`src/rtl/adder_pipe.sv`:
```
// Pipelined adder/subtractor built from registered SW-bit carry-chain slices.
// One operand pair per cycle in, results STAGES cycles later, strictly in order.
module adder_pipe #(
    parameter int WIDTH  = 16,
    parameter int STAGES = 4
) (
    input  logic             clk,
    input  logic             reset,
    input  logic             in_valid,
    output logic             in_ready,
    input  logic [WIDTH-1:0] a,
    input  logic [WIDTH-1:0] b,
    input  logic             cin,
    input  logic             sub,
    output logic             out_valid,
    input  logic             out_ready,
    output logic [WIDTH-1:0] sum,
    output logic             cout,
    output logic             ovf
);

    localparam int SW   = WIDTH / STAGES;
    localparam int LAST = STAGES - 1;

    // Per-stage registers: a_q/b_q carry the still-unprocessed upper operand
    // slices forward (skew), s_q carries the completed lower sum slices (de-skew).
    logic [WIDTH-1:0] a_q   [STAGES];
    logic [WIDTH-1:0] b_q   [STAGES];
    logic [WIDTH-1:0] s_q   [STAGES];
    logic             c_q   [STAGES];
    logic             v_q   [STAGES];
    logic             sub_q [STAGES];
    logic             cout_q;
    logic             ovf_q;

    logic [WIDTH-1:0] src_a   [STAGES];
    logic [WIDTH-1:0] src_b   [STAGES];
    logic [WIDTH-1:0] src_s   [STAGES];
    logic             src_c   [STAGES];
    logic             src_v   [STAGES];
    logic             src_sub [STAGES];
    logic [WIDTH-1:0] nxt_s   [STAGES];
    logic [SW:0]      slice   [STAGES];

    logic adv;
    logic msb_cin;
    logic cout_n;
    logic ovf_n;

    assign adv      = !v_q[LAST] || out_ready;
    assign in_ready = adv;

    // Stage 0 takes conditioned operands (subtract is a + ~b + ~cin); later
    // stages take their predecessor's registers.
    always_comb begin
        src_a[0]   = a;
        src_b[0]   = sub ? ~b : b;
        src_s[0]   = '0;
        src_c[0]   = sub ? ~cin : cin;
        src_v[0]   = in_valid;
        src_sub[0] = sub;
        for (int k = 1; k < STAGES; k++) begin
            src_a[k]   = a_q[k-1];
            src_b[k]   = b_q[k-1];
            src_s[k]   = s_q[k-1];
            src_c[k]   = c_q[k-1];
            src_v[k]   = v_q[k-1];
            src_sub[k] = sub_q[k-1];
        end
    end

    // Each stage adds only its own slice, so the carry chain is SW bits long.
    always_comb begin
        for (int k = 0; k < STAGES; k++) begin
            slice[k] = {1'b0, src_a[k][k*SW +: SW]}
                     + {1'b0, src_b[k][k*SW +: SW]}
                     + {{SW{1'b0}}, src_c[k]};
            nxt_s[k] = src_s[k];
            nxt_s[k][k*SW +: SW] = slice[k][SW-1:0];
        end
    end

    // Carry into the MSB is recovered from the MSB sum bit of the last slice.
    always_comb begin
        msb_cin = src_a[LAST][WIDTH-1] ^ src_b[LAST][WIDTH-1] ^ slice[LAST][SW-1];
        cout_n  = slice[LAST][SW] ^ src_sub[LAST];
        ovf_n   = msb_cin ^ slice[LAST][SW];
    end

    always_ff @(posedge clk or posedge reset) begin
        if (reset) begin
            for (int k = 0; k < STAGES; k++) begin
                a_q[k]   <= '0;
                b_q[k]   <= '0;
                s_q[k]   <= '0;
                c_q[k]   <= 1'b0;
                v_q[k]   <= 1'b0;
                sub_q[k] <= 1'b0;
            end
            cout_q <= 1'b0;
            ovf_q  <= 1'b0;
        end else if (adv) begin
            for (int k = 0; k < STAGES; k++) begin
                a_q[k]   <= src_a[k];
                b_q[k]   <= src_b[k];
                s_q[k]   <= nxt_s[k];
                c_q[k]   <= slice[k][SW];
                v_q[k]   <= src_v[k];
                sub_q[k] <= src_sub[k];
            end
            cout_q <= cout_n;
            ovf_q  <= ovf_n;
        end
    end

    // Result fields read zero whenever no result is presented.
    assign out_valid = v_q[LAST];
    assign sum       = out_valid ? s_q[LAST] : '0;
    assign cout      = out_valid & cout_q;
    assign ovf       = out_valid & ovf_q;

endmodule

```
`config.mk`:
```
export PLATFORM = sky130hd
export DESIGN_NAME = adder_pipe
export DESIGN_NICKNAME = d
export VERILOG_FILES = /design/src/rtl/adder_pipe.sv
export SDC_FILE = /design/constraint.sdc
export NUM_CORES = 1
export LEC_CHECK = 0
export ABC_CLOCK_PERIOD_IN_PS = 9500
export CORE_ASPECT_RATIO = 0.75
export CORE_MARGIN = 2
export CORE_UTILIZATION = 59
export CTS_CLUSTER_SIZE = 20
export DETAILED_ROUTE_END_ITERATION = 12
export GPL_TIMING_DRIVEN = 0
export PLACE_DENSITY = 0.92
export SLEW_MARGIN = 20
export SYNTH_ARGS = -nofsm -noshare
export SYNTH_HDL_FRONTEND = slang
export SYNTH_SLANG_ARGS = --single-unit
```
`constraint.sdc`:
```
create_clock -name clk -period 9.5 [get_ports clk]
set_input_delay 1.9 -clock clk [delete_from_list [all_inputs] [get_ports clk]]
set_output_delay 1.9 -clock clk [all_outputs]
set_load 0.03 [all_outputs]
```
==> flow_metrics.tcl <==
set metrics [dict create \
    drt_drc_violations_left 0 \
    die_height_um 79.65 \
    hp-class "flop to flop" \
    startpoint_type "input pin" \
    synthArstFlopShare_pct 100.0 \
    drv_cap 0 \
    cts_max_level 3 \
    wl_per_cell_um 14.14 \
    io_buffers 56 \
    route.final.wire_length_mm 9.273 \
    first_pass_iters 5 \
    slew_viol_final 0 \
    powerDensity_mw_per_mm2 318.2 \
    path_buf_inv 4 \
    vias 3328 \
    antenna_found_initial 0 \
    crit_slowest_cell "clkdlybuf4s50_1" \
    ctsResizeCount 0 \
    yosysTopAreaCell "dfrtp_1" \
    grt_pass1_wl_mm 15.66 \
    setup_viol 0 \
    fmax_mhz 178.2 \
    num_antenna_cells 0 \
    ys_types 21 \
    status "finished, final reports clean" \
    required_ns 7.60 \
    clockBufferDepth 2 \
    gp_congestion 0.8276 \
    cts_tree "yes" \
    post_cts_buffers 0 \
    syn_inst 482 \
    max_stage_delay_ns 0.73 \
    vdd_drop_max_uv 128.3 \
    yosysMostFrequentCell "nand2_1" \
    vias_per_cell 5.073 \
    overflow 0 \
    grt_pass1_vias 3363 \
    ys_ff_latch 100 \
    total_power_mw 1.715 \
    initial_core_util_pct 61.13 \
    synth_area_leaders "dfrtp_1, nand2_1, fa_1, ha_1, xnor2_1" \
    slew_headroom_pct 72.23 \
    ys_top_cells_by_count "nand2_1, dfrtp_1, and2_1" \
    hold_violations 0 \
    fin_nets 608 \
    yosysWarningCount 0 \
    fin_setup_tns_ns 0 \
    cp_top_family "buffers and inverters" \
    leakage_nw 2.696 \
    period_minus_slack_ns 5.611 \
    die_area_mm2 0.008353 \
    antenna_left 0 \
    cts_sinks 100 \
    tightest_slew_ns 0.4166 \
    crit_chain "clkdlybuf4s50_1 > and2b_4 > inv_2 > buf_2 > clkdlybuf4s50_1" \
    cts_buffers 9 \
    drt_iter0_drc 186 \
    ctsHoldBuffers 0 \
    synth_edf_count 0 \
    worstSetupPathType "input pin to output pin" \
    areaGrowthSynthToFinish_pct 19.71 \
    crit_arrival_ns 3.71 \
    period_share_pct 59.06 \
    ys_seq_area_share_pct 55.59 \
    fin_worst_skew_ns 0.006676 \
    rsz0062_at_grt "false" \
    grt_usage_pct 24.24 \
    crit_fanout 10 \
    syn_avg_cell_area_um2 9.340 \
    grt_max_degree 83 \
    worstSkewPairLatency_ns 0.38 \
    drive_above_1_share_pct 7.387 \
    die-width_um 104.9 \
    rows 27 \
    pin_count 58 \
    yosysTopAreaCellShare_pct 55.59 \
    clk_pin_slew_worst_paths_ns 0.09 \
    hold_ws_ns 0.4634 \
    cts_root_buffer "clkbuf_8" \
    core_area_mm2 0.007365 \
    crit_path_frequent_cell "clkdlybuf4s50_1" \
    critPathCaptureType "output pin" \
    synthFlopType "dfrtp_1" \
    synth_nets 540 \
    post-dp-hpwl_mm 6.777 \
    synth_area_mm2 0.004502 \
]
worst min-delay path, cell delays in order, from the launching register on:
cell and delay, ns:
dfrtp_1 0.35, nand2_1 0.05, nand2_1 0.04
per-layer routing:
layer	track usage [%]	wire length, um	up-vias
li1	-	-	1629
met1	31.94	4036	1570
met2	40.39	4519	107
met3	4.898	507	22
met4	9.200	209	0
met5	0	0	-
state kept, by name, summed over array words and instances (netlist names):
signal / count
cout_q: 1
nxt_s: 24
c_q: 3
out_valid: 1
b_q: 24
a_q: 24
ovf_q: 1
s_q: 16
src_v: 3
src_sub: 3
path summary, 6_finish.rpt:
kind / from / end / slack [ns] / cells past startpoint
max in group asynchronous: reset / b_q[45] / 7.05 / 3
hold / removal: s_q[0] / s_q[0] / 0.46 / 2
setup / recovery: out_ready / in_ready / 3.89 / 5
hold reg to reg: s_q[0] / s_q[0] / 0.46 / 2
setup reg to reg: a_q[28] / cout_q / 7.30 / 6
min in group asynchronous: reset / s_q[11] / 1.83 / 2
power by group:
group | internal [mW] | leakage (nW) | switching [mW] | total, mW
logic | 0.319 | 1.40 | 0.427 | 0.746
registers | 0.615 | 1.21 | 0.114 | 0.729
clock network | 0.0952 | 0.0864 | 0.145 | 0.240
total | 1.03 | 2.70 | 0.686 | 1.71
layout make-up:
cell class | count | area, um^2
Clock buffer | 10 | 127.6
Multi-Input combinational cell | 353 | 1823
Buffer | 24 | 157.7
Fill cell | 572 | 1976
Inverter | 5 | 23.77
Sequential cell | 100 | 2502
Tap cell | 101 | 126.4
Clock inverter | 6 | 40.04
Timing Repair Buffer | 57 | 588.1
placed cells by master (no fill, tap or decap), drive strengths merged:
master and n:
clkinvlp 1, nor2b 1, nor2 8, ha 12
and2 18, dfrtp 100, clkinv 4, o21ai 22
clkbuf 12, inv 6, nand2b 1, xnor2 16
and2b 1, xor2 11, nand2 234, buf 23
a21oi 14, fa 8, a21o 7, clkdlybuf4s50 56
per-stage QoR:
step | area, um^2 | utilization [%] | worst slack (ns) | cells
finish | 5389 | 73.17 | 3.889 | 656
global route | 5389 | 73.17 | 3.849 | 656
CTS | 5389 | 73.17 | 3.886 | 656
detailed placement | 5221 | 70.90 | 3.918 | 640
global placement | 5189 | 70.46 | 3.750 | 639
floorplan | 4502 | - | 4.981 | 482
cells by family after synthesis:
kind of cell | synth area share, %
adders and majority gates | 6.893
buffers and inverters | 3.919
xor gates and xnor gates | 5.253
DFF | 55.59
and+or+nand+nor | 23.18
AOI/OAI and AO/OA | 5.169
Note: power is estimated with default switching activity, not from simulation.
